===== src/rtl/button_counter_pkg.sv =====
// Shared types, constants and count-step helpers for the push-button counter.
package button_counter_pkg;

  localparam int DATA_W = 16;

  localparam logic [DATA_W-1:0] HEX_MAX = 16'hFFFF;
  localparam logic [DATA_W-1:0] BCD_MAX = 16'h9999;

  // Auto-repeat controller states shared by the up and down buttons.
  typedef enum logic [1:0] {
    ST_IDLE   = 2'd0,
    ST_DELAY  = 2'd1,
    ST_REPEAT = 2'd2
  } rep_state_t;

  // Result of one +/-1 step: new count and whether it wrapped.
  typedef struct packed {
    logic [DATA_W-1:0] val;
    logic              wrap;
  } step_t;

  // Binary +/-1 modulo 2^16.
  function automatic step_t hex_step(input logic [DATA_W-1:0] v, input logic down);
    step_t r;
    r = '0;
    if (down) begin
      r.val  = v - 16'd1;
      r.wrap = (v == 16'h0000);
    end else begin
      r.val  = v + 16'd1;
      r.wrap = (v == HEX_MAX);
    end
    return r;
  endfunction

  // Four-digit decimal +/-1 with ripple carry/borrow. Out-of-range nibbles are
  // folded back into 0-9 first so the result always holds legal digits.
  function automatic step_t bcd_step(input logic [DATA_W-1:0] v, input logic down);
    step_t      r;
    logic [3:0] nib;
    logic       c;
    r = '0;
    c = 1'b1;
    for (int i = 0; i < 4; i++) begin
      nib = v[i*4 +: 4];
      if (nib > 4'd9) nib = nib - 4'd10;
      if (c) begin
        if (down) begin
          if (nib == 4'd0) nib = 4'd9;
          else begin
            nib = nib - 4'd1;
            c   = 1'b0;
          end
        end else begin
          if (nib == 4'd9) nib = 4'd0;
          else begin
            nib = nib + 4'd1;
            c   = 1'b0;
          end
        end
      end
      r.val[i*4 +: 4] = nib;
    end
    // A borrow out of the top digit lands on the top of the decimal range.
    if (c && down) r.val = BCD_MAX;
    r.wrap = c;
    return r;
  endfunction

endpackage


===== src/rtl/button_debounce.sv =====
// Two-flop synchronizer, stability-counter debouncer and rising-edge pulse
// for one raw push-button.
module button_debounce
  import button_counter_pkg::*;
#(
  parameter int DEBOUNCE_CYCLES = 1_000_000
) (
  input  logic clk,
  input  logic rst_n,
  input  logic btn,
  output logic db,
  output logic press
);

  localparam int CW = $clog2(DEBOUNCE_CYCLES + 1);

  logic          sync_p0;
  logic          sync_p1;
  logic          db_q;
  logic [CW-1:0] cnt;

  // Bring the asynchronous button into the clock domain.
  always_ff @(posedge clk or negedge rst_n) begin
    if (!rst_n) begin
      sync_p0 <= 1'b0;
      sync_p1 <= 1'b0;
    end else begin
      sync_p0 <= btn;
      sync_p1 <= sync_p0;
    end
  end

  // Accept a new level only after it has held steadily; any return restarts.
  always_ff @(posedge clk or negedge rst_n) begin
    if (!rst_n) begin
      db  <= 1'b0;
      cnt <= '0;
    end else if (sync_p1 != db) begin
      if (cnt == CW'(DEBOUNCE_CYCLES)) begin
        db  <= sync_p1;
        cnt <= '0;
      end else begin
        cnt <= cnt + 1'b1;
      end
    end else begin
      cnt <= '0;
    end
  end

  // One-cycle pulse on the registered 0->1 transition of the debounced level.
  always_ff @(posedge clk or negedge rst_n) begin
    if (!rst_n) begin
      db_q  <= 1'b0;
      press <= 1'b0;
    end else begin
      db_q  <= db;
      press <= db & ~db_q;
    end
  end

endmodule


===== src/rtl/button_counter.sv =====
// Push-button up/down/clear counter with auto-repeat, feeding a 4-digit
// hex display. Counts in binary or four-digit BCD.
module button_counter
  import button_counter_pkg::*;
#(
  parameter int DEBOUNCE_CYCLES = 1_000_000,
  parameter int REPEAT_DELAY    = 50_000_000,
  parameter int REPEAT_PERIOD   = 10_000_000,
  parameter int BCD             = 0
) (
  input  logic        clk,
  input  logic        rst_n,
  input  logic        btn_up,
  input  logic        btn_down,
  input  logic        btn_clr,
  output logic [15:0] dataword,
  output logic        wrap
);

  localparam int TMAX = (REPEAT_DELAY > REPEAT_PERIOD) ? REPEAT_DELAY : REPEAT_PERIOD;
  localparam int TW   = $clog2(TMAX);

  logic up_db, up_press, dn_db, dn_press, clr_db, clr_press;
  logic up_db_q, dn_db_q;

  rep_state_t    state, state_n;
  logic [TW-1:0] timer, timer_n;
  logic          dir_dn, dir_n;
  logic          step, step_dn;
  logic          held_db, other_rise;
  step_t         step_res;

  button_debounce #(.DEBOUNCE_CYCLES(DEBOUNCE_CYCLES)) u_db_up (
    .clk(clk), .rst_n(rst_n), .btn(btn_up), .db(up_db), .press(up_press)
  );

  button_debounce #(.DEBOUNCE_CYCLES(DEBOUNCE_CYCLES)) u_db_down (
    .clk(clk), .rst_n(rst_n), .btn(btn_down), .db(dn_db), .press(dn_press)
  );

  button_debounce #(.DEBOUNCE_CYCLES(DEBOUNCE_CYCLES)) u_db_clr (
    .clk(clk), .rst_n(rst_n), .btn(btn_clr), .db(clr_db), .press(clr_press)
  );

  // Delayed debounced levels so a new opposite-direction press can be seen.
  always_ff @(posedge clk or negedge rst_n) begin
    if (!rst_n) begin
      up_db_q <= 1'b0;
      dn_db_q <= 1'b0;
    end else begin
      up_db_q <= up_db;
      dn_db_q <= dn_db;
    end
  end

  assign held_db    = dir_dn ? dn_db : up_db;
  assign other_rise = dir_dn ? (up_db & ~up_db_q) : (dn_db & ~dn_db_q);

  // Repeat controller: first step on press, then delayed and periodic steps.
  always_comb begin
    state_n = state;
    timer_n = timer;
    dir_n   = dir_dn;
    step    = 1'b0;
    step_dn = dir_dn;
    if (clr_db) begin
      state_n = ST_IDLE;
      timer_n = '0;
    end else begin
      case (state)
        ST_IDLE: begin
          timer_n = '0;
          if (up_press ^ dn_press) begin
            step    = 1'b1;
            step_dn = dn_press;
            dir_n   = dn_press;
            state_n = ST_DELAY;
          end
        end
        ST_DELAY: begin
          if (!held_db || other_rise) begin
            state_n = ST_IDLE;
            timer_n = '0;
          end else if (timer == TW'(REPEAT_DELAY - 1)) begin
            step    = 1'b1;
            state_n = ST_REPEAT;
            timer_n = '0;
          end else begin
            timer_n = timer + 1'b1;
          end
        end
        ST_REPEAT: begin
          if (!held_db || other_rise) begin
            state_n = ST_IDLE;
            timer_n = '0;
          end else if (timer == TW'(REPEAT_PERIOD - 1)) begin
            step    = 1'b1;
            timer_n = '0;
          end else begin
            timer_n = timer + 1'b1;
          end
        end
        default: begin
          state_n = ST_IDLE;
          timer_n = '0;
        end
      endcase
    end
  end

  // Controller state registers.
  always_ff @(posedge clk or negedge rst_n) begin
    if (!rst_n) begin
      state  <= ST_IDLE;
      timer  <= '0;
      dir_dn <= 1'b0;
    end else begin
      state  <= state_n;
      timer  <= timer_n;
      dir_dn <= dir_n;
    end
  end

  // Next count for a step in the current direction.
  always_comb begin
    step_res = (BCD != 0) ? bcd_step(dataword, step_dn) : hex_step(dataword, step_dn);
  end

  // Registered count and wrap pulse; clear overrides any step.
  always_ff @(posedge clk or negedge rst_n) begin
    if (!rst_n) begin
      dataword <= '0;
      wrap     <= 1'b0;
    end else begin
      wrap <= 1'b0;
      if (clr_press) begin
        dataword <= '0;
      end else if (step) begin
        dataword <= step_res.val;
        wrap     <= step_res.wrap;
      end
    end
  end

endmodule


===== config.mk =====
export PLATFORM = sky130hd
export DESIGN_NAME = button_counter
export DESIGN_NICKNAME = d
export VERILOG_FILES = /design/src/rtl/button_counter_pkg.sv /design/src/rtl/button_debounce.sv /design/src/rtl/button_counter.sv
export SDC_FILE = /design/constraint.sdc
export NUM_CORES = 1
export LEC_CHECK = 0
export ABC_AREA = 0
export BUFFER_PORTS_ARGS = -buffer_cell sky130_fd_sc_hd__buf_2
export CAP_MARGIN = 20
export CORE_ASPECT_RATIO = 1.25
export CORE_UTILIZATION = 30
export DETAILED_ROUTE_END_ITERATION = 7
export GPL_ROUTABILITY_DRIVEN = 1
export PLACE_DENSITY = 0.45
export SLEW_MARGIN = 25
export SYNTH_ARGS = -nofsm -noshare
export SYNTH_HDL_FRONTEND = slang
export SYNTH_HIERARCHICAL = 1
export SYNTH_SLANG_ARGS = --single-unit

===== constraint.sdc =====
create_clock -name clk -period 6.8 [get_ports clk]
set_clock_uncertainty 0.15 [all_clocks]
set_input_delay 2.04 -clock clk [delete_from_list [all_inputs] [get_ports clk]]
set_output_delay 2.04 -clock clk [all_outputs]
set_load 0.1 [all_outputs]

==> results of run 1 <==
==> worst paths after layout <==
| path | from | to | slack, ns | depth (start not counted) |
|---|---|---|---|---|
| max in group asynchronous | rst_n | timer[19] | 4.27 | 2 |
| hold reg to reg | u_db_down/sync_p0 | u_db_down/sync_p1 | 0.20 | 0 |
| min in group asynchronous | rst_n | dataword[14] | 1.31 | 1 |
| hold / removal | u_db_down/sync_p0 | u_db_down/sync_p1 | 0.20 | 0 |
| setup reg to reg | state[0] | dataword[11] | 2.34 | 12 |
| setup / recovery | state[0] | dataword[11] | 2.34 | 12 |
==> per-stage QoR <==
| step | hold slack [ns] | area (um2) | total power (uW) | setup WS, ns |
|---|---|---|---|---|
| 3_5_place_dp | 0.187 | 7160 | 795 | 2.35 |
| 4_1_cts | 0.199 | 7860 | 1890 | 2.34 |
| 5_1_grt | 0.217 | 7890 | 1930 | 1.96 |
| 2_1_floorplan | 0.181 | 6770 | 773 | 3.17 |
| 3_3_place_gp | 0.189 | 7150 | 794 | 2.53 |
| 6_report | 0.196 | 7890 | 1860 | 2.34 |
==> state kept, by name, indices dropped and copies added, names as in the netlist, 2 cells and up <==
| name | cells |
|---|---|
| timer | 26 |
| u_db_up/cnt | 20 |
| u_db_clr/cnt | 20 |
| dataword | 16 |
| state | 2 |
| u_db_down/cnt | 20 |
==> layer usage <==
| metal | part of all wire [%] | up-vias | wire length [um] |
|---|---|---|---|
| li1 | - | 2545 | - |
| met1 | 45 | 2588 | 6810 |
| met5 | 0 | - | 0 |
| met4 | 2.8 | 0 | 418 |
| met3 | 2.5 | 31 | 379 |
| met2 | 49 | 68 | 7360 |
==> worst max-delay path, stage by stage, from the launching register on <==
cell      delay, ns
dfrtp_1        0.40
inv_1          0.09
ha_1           0.25
nor3b_1        0.15
o21ai_0        0.47
nand2_1        0.64
ha_1           0.61
o211ai_1       0.10
o21ai_0        0.54
o21ai_0        0.29
nor3_1         0.28
nor3_1         0.08
o41ai_1        0.31
==> layout make-up <==
| type | count | area share, % |
|---|---|---|
| clock buffer | 19 | 5.61 |
| clock inverter | 13 | 3.31 |
| inverter | 21 | 0.999 |
| multi-input combinational | 515 | 44.6 |
| sequential | 123 | 39.0 |
| tap | 283 | 4.49 |
| timing repair buffer | 26 | 1.93 |
==> logic make-up after synthesis <==
logic type               after synthesis  share of synthesized area [%]
buffers and inverters                 34                           2.48
multiplexers                           4                          0.832
adder cells (fa/ha/maj)               29                           5.47
XOR/XNOR                              71                           9.19
AND/OR/NAND/NOR                      288                           23.9
flip-flops                           123                           45.5
AO/OA/AOI/OAI                        123                           12.7
==> power by group through the flow <==
stage / sequential [uW] / clock (uW) / combinational, uW
2_1_floorplan: 756 / 0 / 17.0
3_3_place_gp: 758 / 0 / 36.5
3_5_place_dp: 758 / 0 / 37.5
4_1_cts: 745 / 1110 / 37.7
5_1_grt: 746 / 1140 / 43.9
6_report: 745 / 1080 / 37.4
==> cell usage in the layout, fill, tap and decap left out, types with 10 or more instances in the layout <==
| cell | n |
|---|---|
| nor4_1 | 11 |
| nor2_1 | 71 |
| nand2_1 | 35 |
| or3_1 | 13 |
| and4_1 | 12 |
| xor2_1 | 49 |
| nand4_1 | 27 |
| inv_1 | 21 |
| buf_2 | 20 |
| a21oi_1 | 40 |
| nand3_1 | 46 |
| dfrtp_1 | 123 |
| xnor2_1 | 22 |
| o21ai_0 | 25 |
| clkbuf_16 | 17 |
| ha_1 | 28 |
| nor3_1 | 10 |
==> qor.csv, run 1 <==
stage;metric;value;unit
grt;grt_pass1_vias;5292;
logic_synthesis;seq_area_frac_synth;45.5;%
finish;multi_input_area;0.00352;mm2
clock_tree;path_clk_slew;0.06;ns
sta;max_freq;224;MHz
sta;final.setup.tns;0;ns
logic_synthesis;syn-num-nets;706;
placement;port_buffers;21;
grt;gr-total-overflow;0;
logic_synthesis;synth_common_cells;123 x dfrtp_1, 71 x nor2_1, 49 x xor2_1, 46 x nand3_1, 40 x a21oi_1;
routing;via_per_inst;5.23;
power;clock_power_share;57.9;%
logic_synthesis;synth.top_cell.area_share;45.5;%
finish;num-nets-final;738;
grt;met3_usage;2.68;%
worst_setup_path;worst_setup_path_end_kind;flop;
placement;dpl.cell_count;965;
sta;setup_viol;0;
power;power.density;236;mW/mm2
worst_setup_path;path_class;flop to flop;
grt;grtUsageTotal;14.0;%
logic_synthesis;synth_top_cell_by_area;dfrtp_1;
logic_synthesis;synth_edf_count;0;
clock_tree;root_buffer;clkbuf_16;
min_path;hp-class;flop to flop;
finish;drive_above_1_share;12.0;%
power;leakagePower;0.00341;uW
clock_tree;postCtsSetupRepairBufs;0;
floorplan;start_util;30.5;%
floorplan;io-pin-count;22;
routing;routed_wl;15000;um
floorplan;core_area;0.0222;mm2
grt;antenna_found_initial;0;
clock_tree;cts_inserted_buffers;17;
logic_synthesis;synthCells;672;
sta;rsz0062_at_grt;false;
sta;hold_viol_final;0;
placement;gp_congestion;0.834;
power;p_comb_share;2.0;%
floorplan;die_x;136;um
grt;grt_util_met1;16.5;%
sta;relSlewSlack;47.8;%
logic_synthesis;synth-seq-cells;123;
logic_synthesis;synth_most_common_cell;dfrtp_1;
sta;fin_crit;4.46;ns
power;seqPwrFrac;40.0;%
logic_synthesis;synth.area.top_cells;dfrtp_1 45%, xor2_1 6.3%, ha_1 5.2%;
floorplan;die_area;0.0232;mm2
clock_tree;htree_num_levels;4;
clock_tree;worstSkewPairLatency;0.42;ns
routing;route.detailed.drc;0;
floorplan;num_rows;61;
routing;drt_first_iter_violations;255;
sta;maxSlewViolCount;0;
worst_setup_path;arrival;4.62;ns
grt;met2_usage;23.9;%
routing;wl_per_cell;15.0;um
routing;dr.pass1.iters;6;
routing;via_count;5232;
finish;diodes;0;
sta;post-route-period-util;65.7;%
finish;fin_util;35.5;%
power;switching_share;20.1;%
logic_synthesis;synthFlopType;dfrtp_1;
grt;busiest_layer;met2;
logic_synthesis;synth.distinct_cells;61;
finish;syn_to_final_growth;16.6;%
finish;fin_cells;1000;
job;drv_cap;0;
power;p_int;1490;uW
power;p_switching;373;uW
clock_tree;cts_sinks;123;
logic_synthesis;avgSynthCellArea;10.1;um2
clock_tree;cts_buffer_depth;2;
logic_synthesis;synthArstFlopShare;100;%
clock_tree;cts_tree;yes;
logic_synthesis;synth_area;0.00677;mm2
grt;grt_pass1_wl;25500;um
floorplan;die_h;170;um
clock_tree;cts_hold_buf;0;
grt;grt_max_degree;73;
logic_synthesis;yosysWarnings;6;
worst_setup_path;start_kind;flop;
finish;seq_area;0.00308;mm2
finish;nFillCells;2176;
power;ir_drop;0.156;mV
outcome;outcome;completed;
clock_tree;cts.repair.resized;0;
worst_setup_path;crit_path_max_fanout;20;
placement;dp_hpwl;10000;um
sta;worst_pin_slew;0.781;ns
worst_setup_path;critical_path_required;6.96;ns
routing;antenna_left;0;
Note: power is estimated with default switching activity, not from simulation.
==> run 2, diff against run 1 <==
- clock period: 6.8 -> 4.65 ns (I/O delays scaled with it)
==> qor.csv, run 2 (synthesis results as in run 1) <==
stage;metric;value;unit;change
clock_tree;cts_buffer_depth;2;;unchanged
worst_setup_path;crit_path_max_fanout;20;;unchanged
placement;place_ws;0.743;ns;was 2.35 ns
grt;grt_pass1_wl;26200;um;was 25500 um
clock_tree;root_buffer;clkbuf_16;;unchanged
routing;via_count;5181;;was 5232
worst_setup_path;path_class;flop to flop;;unchanged
min_path;min-delay-start;u_db_down/sync_p0;;unchanged
sta;max_freq;259;MHz;was 224 MHz
clock_tree;cts.repair.resized;0;;unchanged
floorplan;core_area;0.0222;mm2;unchanged
finish;top_register;timer;;unchanged
sta;worst_pin_slew;0.743;ns;was 0.781 ns
floorplan;num_rows;61;;unchanged
worst_setup_path;r2r_slack;0.78;ns;was 2.34 ns
min_path;hp-class;flop to flop;;unchanged
clock_tree;worstSkewPairLatency;0.42;ns;about the same
floorplan;io-pin-count;22;;unchanged
routing;via_per_inst;5.19;;was 5.23
sta;rsz0062_at_grt;false;;unchanged
sta;fin_crit;3.87;ns;was 4.46 ns
finish;diodes;0;;unchanged
finish;seq_area;0.00308;mm2;unchanged
worst_setup_path;arrival;4.03;ns;was 4.62 ns
sta;hold_viol_final;0;;unchanged
routing;wl_per_cell;15.0;um;about the same
sta;relSlewSlack;50.4;%;was 47.8%
clock_tree;cts_sinks;123;;unchanged
placement;dp_hpwl;10300;um;was 10000 um
finish;nFillCells;2257;;was 2176
sta;maxSlewViolCount;0;;unchanged
routing;antenna_left;0;;unchanged
routing;drt_first_iter_violations;207;;was 255
finish;num-nets-final;739;;was 738
min_path;whs_endpoint;u_db_down/sync_p1;;unchanged
power;ir_drop;0.228;mV;was 0.156 mV
clock_tree;postCtsSetupRepairBufs;0;;unchanged
finish;final_cell_mix;123 x dfrtp_1, 71 x nor2_1, 49 x xor2_1;;unchanged
min_path;hold-path-cell-count;0;;unchanged
finish;syn_to_final_growth;15.0;%;was 16.6%
grt;gr-total-overflow;0;;unchanged
power;total_power;2440;uW;was 1860 uW
finish;largest_reg_flops;26;;unchanged
power;power.density;314;mW/mm2;was 236 mW/mm2
clock_tree;cts_inserted_buffers;17;;unchanged
grt;grt_pass1_vias;5281;;was 5292
floorplan;die_h;170;um;unchanged
worst_setup_path;r2r-start;state[0];;unchanged
job;drv_cap;0;;unchanged
clock_tree;cts_tree;yes;;unchanged
floorplan;start_util;30.5;%;unchanged
clock_tree;htree_num_levels;4;;unchanged
clock_tree;path_clk_slew;0.06;ns;about the same
worst_setup_path;start_kind;flop;;unchanged
finish;final_common_cell;dfrtp_1;;unchanged
worst_setup_path;r2r_cells;13;;was 12
worst_setup_path;r2r_end;dataword[11];;unchanged
power;leakagePower;0.00335;uW;was 0.00341 uW
finish;fin_area;0.00778;mm2;was 0.00789 mm2
clock_tree;cts_hold_buf;0;;unchanged
placement;place_area;0.00718;mm2;was 0.00716 mm2
finish;fin_util;35.0;%;was 35.5%
floorplan;die_area;0.0232;mm2;unchanged
routing;route.detailed.drc;0;;unchanged
placement;port_buffers;21;;unchanged
outcome;outcome;completed;;unchanged
placement;gp_congestion;0.838;;was 0.834
worst_setup_path;critical_path_required;4.81;ns;was 6.96 ns
sta;final.setup.tns;0;ns;unchanged
worst_setup_path;worst_setup_path_end_kind;flop;;unchanged
routing;dr.pass1.iters;4;;was 6
finish;drive_above_1_share;12.0;%;about the same
routing;routed_wl;15000;um;about the same
grt;grt_max_degree;54;;was 73
finish;multi_input_area;0.00352;mm2;unchanged
floorplan;die_x;136;um;unchanged
sta;setup_viol;0;;unchanged
grt;grtUsageTotal;14.2;%;was 14.0%
sta;layout_setup_ws;0.784;ns;was 2.34 ns
grt;antenna_found_initial;0;;unchanged
sta;post-route-period-util;83.1;%;was 65.7%
## run 2: cell types whose count changed in the layout (fill, tap and decap cells not counted), sizes merged
cell	delta
inv	-2
buf	+1
bufinv	-5
clkinvlp	+3
clkinv	+2
## run 2: power by group
| group | internal (uW) | total (uW) | switching [uW] |
|---|---|---|---|
| clock | 809 | 1300 | 489 |
| sequential | 1080 | 1090 | 9.24 |
| combinational | 17.3 | 55.3 | 38.1 |
## run 2: how the worst max path moves through the flow
stage                     startpoint  cells past startpoint            to
after floorplan             state[0]                     12  dataword[13]
after global placement      state[0]                     13  dataword[13]
after detailed placement    state[0]                     13  dataword[11]
after CTS                   state[0]                     13  dataword[11]
after global routing        state[0]                     13  dataword[11]
final                       state[0]                     13  dataword[11]
## run 2: metal layers
| metal | global-route usage (%) | vias up | share of wire (%) |
|---|---|---|---|
| li1 | - | 2529 | - |
| met1 | 17.6 | 2581 | 46 |
| met2 | 24.0 | 52 | 50 |
| met3 | 2.98 | 19 | 2.6 |
| met4 | 5.56 | 0 | 1.9 |
| met5 | 0 | - | 0 |
## run 2: metrics by stage
step	hold WS (ns)	cells
finish	0.198	999
global route	0.220	999
CTS	0.198	996
detailed placement	0.185	966
global placement	0.192	966
floorplan	0.181	672
## run 2: critical path, stage by stage, from the launching register on
cell and delay [ns]:
dfrtp_1 0.39, inv_1 0.08, ha_1 0.24, nor3b_1 0.15, o21ai_0 0.45, nand2_1 0.10, buf_4 0.24, ha_1 0.39
o211ai_1 0.11, o21ai_0 0.51, o21ai_0 0.29, nor3_1 0.29, nor3_1 0.08, o41ai_1 0.29
## run 2: layout make-up
type,instances,share of cell area [%]
clock buffer,19,5.82
clock inverter,11,1.58
inverter,21,1.01
multi-input combinational,515,45.3
sequential,123,39.5
tap,283,4.55
timing repair buffer,27,2.22
